===== config.mk =====
export PLATFORM = sky130hd
export DESIGN_NAME = result_serializer_flat
export DESIGN_NICKNAME = d
export VERILOG_FILES = /design/src/rtl/result_serializer_if.sv /design/src/rtl/result_serializer.sv /design/src/flat_wrapper.sv
export SDC_FILE = /design/constraint.sdc
export NUM_CORES = 1
export LEC_CHECK = 0
export CORE_MARGIN = 3
export CORE_UTILIZATION = 48
export CTS_CLUSTER_SIZE = 12
export DETAILED_ROUTE_END_ITERATION = 8
export PLACE_DENSITY = 0.84
export SLEW_MARGIN = 20
export SYNTH_ARGS = -nofsm -noshare
export SYNTH_HDL_FRONTEND = slang
export SYNTH_SLANG_ARGS = --single-unit

===== constraint.sdc =====
create_clock -name clk -period 5.1 [get_ports clk]
set_input_delay 0.765 -clock clk [delete_from_list [all_inputs] [get_ports clk]]
set_output_delay 0.765 -clock clk [all_outputs]
set_load 0.005 [all_outputs]

===== src/rtl/result_serializer_if.sv =====
// Handshake bundle between the result producer, the serializer and the UART transmitter.
interface result_serializer_if #(
  parameter int unsigned WIDTH_DIN = 128
);
  logic [WIDTH_DIN-1:0] din;
  logic                 din_valid;
  logic                 busy;
  logic                 overflow;
  logic [7:0]           tx_data;
  logic                 tx_valid;
  logic                 tx_ready;

  modport master (
    output din,
    output din_valid,
    output tx_ready,
    input  busy,
    input  overflow,
    input  tx_data,
    input  tx_valid
  );

  modport slave (
    input  din,
    input  din_valid,
    input  tx_ready,
    output busy,
    output overflow,
    output tx_data,
    output tx_valid
  );
endinterface


===== src/rtl/result_serializer.sv =====
// Serializes a WIDTH_DIN-bit result word into MSB-first bytes for a UART transmitter.
// Define RESULT_SERIALIZER_HEADER_EN to prefix each frame with the sync byte 0xA5.
module result_serializer #(
  parameter int unsigned WIDTH_DIN = 128
) (
  input  logic               clk,
  input  logic               rst,
  result_serializer_if.slave bus
);

  localparam int unsigned NBYTES = WIDTH_DIN / 8;
  localparam int unsigned CntW   = (NBYTES > 1) ? $clog2(NBYTES) : 1;
  localparam logic [CntW-1:0] LastCnt = CntW'(NBYTES - 1);
`ifdef RESULT_SERIALIZER_HEADER_EN
  localparam logic [7:0] SyncByte = 8'hA5;
`endif

  typedef enum logic [1:0] {
    StIdle = 2'd0,
`ifdef RESULT_SERIALIZER_HEADER_EN
    StHdr  = 2'd1,
`endif
    StData = 2'd2
  } state_e;

  state_e               state_q, state_d;
  logic [WIDTH_DIN-1:0] shift_q, shift_d;
  logic [CntW-1:0]      cnt_q, cnt_d;
  logic                 ovf_q, ovf_d;
  logic                 tx_valid;
  logic                 xfer;

  assign tx_valid = (state_q != StIdle);
  assign xfer     = tx_valid && bus.tx_ready;

  always_comb begin
    state_d = state_q;
    shift_d = shift_q;
    cnt_d   = cnt_q;
    // Any strobe that arrives while a frame is in flight is dropped and remembered.
    ovf_d   = ovf_q | (bus.din_valid && (state_q != StIdle));
    unique case (state_q)
      StIdle: begin
        if (bus.din_valid) begin
          shift_d = bus.din;
          cnt_d   = '0;
`ifdef RESULT_SERIALIZER_HEADER_EN
          state_d = StHdr;
`else
          state_d = StData;
`endif
        end
      end
`ifdef RESULT_SERIALIZER_HEADER_EN
      StHdr: begin
        if (xfer) state_d = StData;
      end
`endif
      StData: begin
        if (xfer) begin
          shift_d = shift_q << 8;
          cnt_d   = cnt_q + CntW'(1);
          if (cnt_q == LastCnt) state_d = StIdle;
        end
      end
      default: state_d = StIdle;
    endcase
  end

  always_ff @(posedge clk or posedge rst) begin
    if (rst) begin
      state_q <= StIdle;
      shift_q <= '0;
      cnt_q   <= '0;
      ovf_q   <= 1'b0;
    end else begin
      state_q <= state_d;
      shift_q <= shift_d;
      cnt_q   <= cnt_d;
      ovf_q   <= ovf_d;
    end
  end

  always_comb begin
    bus.tx_data = 8'h00;
    if (state_q == StData) bus.tx_data = shift_q[WIDTH_DIN-1 -: 8];
`ifdef RESULT_SERIALIZER_HEADER_EN
    if (state_q == StHdr) bus.tx_data = SyncByte;
`endif
  end

  assign bus.tx_valid = tx_valid;
  assign bus.busy     = tx_valid;
  assign bus.overflow = ovf_q;

endmodule


===== src/flat_wrapper.sv =====
// flat-port wrapper written by rule: the top's interface ports become plain ports
module result_serializer_flat 
#(
  parameter int unsigned WIDTH_DIN = 128
)
  (clk, rst, bus_din, bus_din_valid, bus_tx_ready, bus_busy, bus_overflow, bus_tx_data, bus_tx_valid);
  result_serializer_if #(.WIDTH_DIN(WIDTH_DIN)) bus_i ();
  input  logic clk;
  input  logic rst;
  input wire logic [$bits(bus_i.din)-1:0] bus_din;
  input wire logic [$bits(bus_i.din_valid)-1:0] bus_din_valid;
  input wire logic [$bits(bus_i.tx_ready)-1:0] bus_tx_ready;
  output wire logic [$bits(bus_i.busy)-1:0] bus_busy;
  output wire logic [$bits(bus_i.overflow)-1:0] bus_overflow;
  output wire logic [$bits(bus_i.tx_data)-1:0] bus_tx_data;
  output wire logic [$bits(bus_i.tx_valid)-1:0] bus_tx_valid;
  assign bus_i.din = bus_din;
  assign bus_i.din_valid = bus_din_valid;
  assign bus_i.tx_ready = bus_tx_ready;
  assign bus_busy = bus_i.busy;
  assign bus_overflow = bus_i.overflow;
  assign bus_tx_data = bus_i.tx_data;
  assign bus_tx_valid = bus_i.tx_valid;
  result_serializer #(.WIDTH_DIN(WIDTH_DIN)) u_core (.clk(clk), .rst(rst), .bus(bus_i));
endmodule

==> impl_metrics.tcl <==
set metrics [dict create \
    setup_slack_ps 2380 \
    synth_cell_types 24 \
    utilization 0.664 \
    hpwl_mm 9.76 \
    cts_setup_buffers 0 \
    peakVddDrop_mv 0.183 \
    diodes 0 \
    yosysSeqAreaShare 0.551 \
    drv_cap 0 \
    hold_viol 0 \
    cts_tree "built" \
    start_kind "register" \
    firstDrtPassIters 4 \
    die_area_um2 14100 \
    grt_pass1_wl_mm 22.8 \
    port_buffers 142 \
    drt_iter0_drc 297 \
    ctsResizeCount 0 \
    synth-seq-cells 134 \
    regArea_um2 3360 \
    finalSetupViolations 0 \
    synthArstFlopShare 1.00 \
    ff2ff_setup_slack_ps 2660 \
    cts_max_level 4 \
    fin_nets 832 \
    synth_edf_count 0 \
    drv_slew 0 \
    place_congestion 0.815 \
    preCtsSetupSlack_ps 2330 \
    cts_hold_buf 0 \
    max_freq_mhz 367 \
    ioPinCount 143 \
    tightest_slew_ps 927 \
    die_y_um 119 \
    end_kind "output pin" \
    num_vias 4534 \
    ant_nets 0 \
    outcome "completed" \
    fin_crit_sh 0.534 \
    synthesis.area_um2 6090 \
    finalSetupTns_ps 0 \
    max_slew_margin 0.382 \
    die_x_um 119 \
    grt_setup_unrepaired "no" \
    path_class "reg2out" \
    synthesis.nets 709 \
    area.growth.synth_to_final_pct 33.2 \
    final_area_um2 8110 \
    grt_max_degree 107 \
    placed_area_um2 7570 \
    ys_warn_count 0 \
    dp_cells 848 \
    syn_inst 576 \
    fillerInstances 996 \
    hold_path_class "reg2reg" \
    syn-mean-instance-area_um2 10.6 \
    clock-sinks 134 \
    numCtsBuffers 17 \
    power.leakage_nw 4.18 \
    start_util 0.498 \
    drt-total-wl_mm 14.0 \
    antenna_found_initial 0 \
    synthFlopType "dfrtp_1" \
    ctsLongestPathBuffers 2 \
    gr-total-overflow 0 \
    post_drt_wl_per_cell_um 15.9 \
    clock_skew_ps 8.27 \
    powerDensity_nw_per_um2 453 \
    multi_input_area_um2 2520 \
    required_ps 4340 \
    layout-drive-gt1-share 0.0507 \
    crit_fanout 40 \
    cp.arrival_ps 1960 \
    fin_cells 878 \
    viasPerCell 5.16 \
    cts.clk_slew.worst_paths_ps 60 \
    grt_use_total 0.204 \
    fp-row-count 40 \
    clk_latency_ps 420 \
    drc 0 \
    grt_pass1_vias 4701 \
    cts_root_buffer "clkbuf_16" \
    coreArea_um2 12200 \
    period_needed_ps 2720 \
]
[cells by family after synthesis]
family,after synthesis,synth area share
AO/OA/AOI/OAI,136,0.118
AND/OR/NAND/NOR,136,0.0898
flip-flops,134,0.551
multiplexers,122,0.203
buffers and inverters,46,0.0351
XOR/XNOR,1,0.00144
adder cells (fa/ha/maj),1,0.00206
[cells in the mapped netlist, types with 2 or more instances]
cell,count,share of area
a21oi_1,3,0.0025
a22o_1,9,0.013
and2_1,8,0.0082
buf_1,6,0.0037
buf_2,21,0.017
buf_4,4,0.0049
clkbuf_1,13,0.0080
dfrtp_1,134,0.55
inv_1,2,0.0012
mux2i_1,120,0.20
nand2_1,121,0.075
o21ai_0,93,0.076
o21ai_1,30,0.025
or3_1,2,0.0021
[stage by stage]
stage,total power [mW],hold WS (ps)
final,3.67,466
after global routing,3.90,495
after CTS,3.71,465
after detailed placement,2.59,454
after global placement,2.51,438
after floorplan,2.23,442
[critical path, stage by stage (launching register included)]
cell	delay, ps
dfrtp_4	820
and2_1	220
clkdlybuf4s50_1	500
[sequential cells by signal, indices dropped and copies added, names as in the netlist]
| signal | cells |
|---|---|
| u_core.bus.overflow | 1 |
| u_core.cnt_q | 4 |
| u_core.shift_q | 128 |
| u_core.state_q | 1 |
[where the power goes]
group / total, mW / internal, mW / leakage (nW) / switching [mW]
Sequential: 1.68 / 1.44 / 1.81 / 0.237
Combinational: 0.887 / 0.465 / 2.10 / 0.423
Clock: 1.11 / 0.691 / 0.265 / 0.415
Total: 3.67 / 2.59 / 4.18 / 1.07
[final timing paths]
kind,from,to,cells after the start
worst max-delay path,u_core.state_q[1]$_DFFE_PP0P_,bus_tx_data[2],2
worst min-delay path,u_core.bus.overflow$_DFF_PP0_,u_core.bus.overflow$_DFF_PP0_,1
worst max register to register,u_core.state_q[1]$_DFFE_PP0P_,u_core.shift_q[0]$_DFFE_PP0P_,3
worst min register to register,u_core.bus.overflow$_DFF_PP0_,u_core.bus.overflow$_DFF_PP0_,1
max in group asynchronous,rst,u_core.shift_q[48]$_DFFE_PP0P_,3
min in group asynchronous,rst,u_core.shift_q[97]$_DFFE_PP0P_,2
[layer usage]
layer,share of wire,track usage,vias to the layer above
met2,0.50,0.339,109
met4,0.015,0.0768,0
met1,0.44,0.248,2170
met5,0,0,-
li1,-,-,2237
met3,0.052,0.0651,18
[cells in the final DEF (no fill, tap or decap), types with 2 or more instances in the layout]
cell / Yosys / routed
buf_4: 4 / 6
o21ai_1: 30 / 30
or3_1: 2 / 2
a21oi_1: 3 / 3
clkdlybuf4s50_1: 0 / 142
a22o_1: 9 / 9
mux2i_1: 120 / 120
dfrtp_1: 134 / 133
o21ai_0: 93 / 93
clkinv_2: 0 / 2
clkbuf_8: 0 / 6
nand2_1: 121 / 121
and2_1: 8 / 8
clkbuf_1: 13 / 4
clkbuf_16: 0 / 17
[layout make-up]
type                       count  area share
timing repair buffer         148       0.181
sequential                   134       0.414
multi-input combinational    396       0.311
inverter                       2     0.00154
tap                          168      0.0259
clock buffer                  27      0.0645
clock inverter                 3     0.00216
Power figures use the tool's default switching activity.
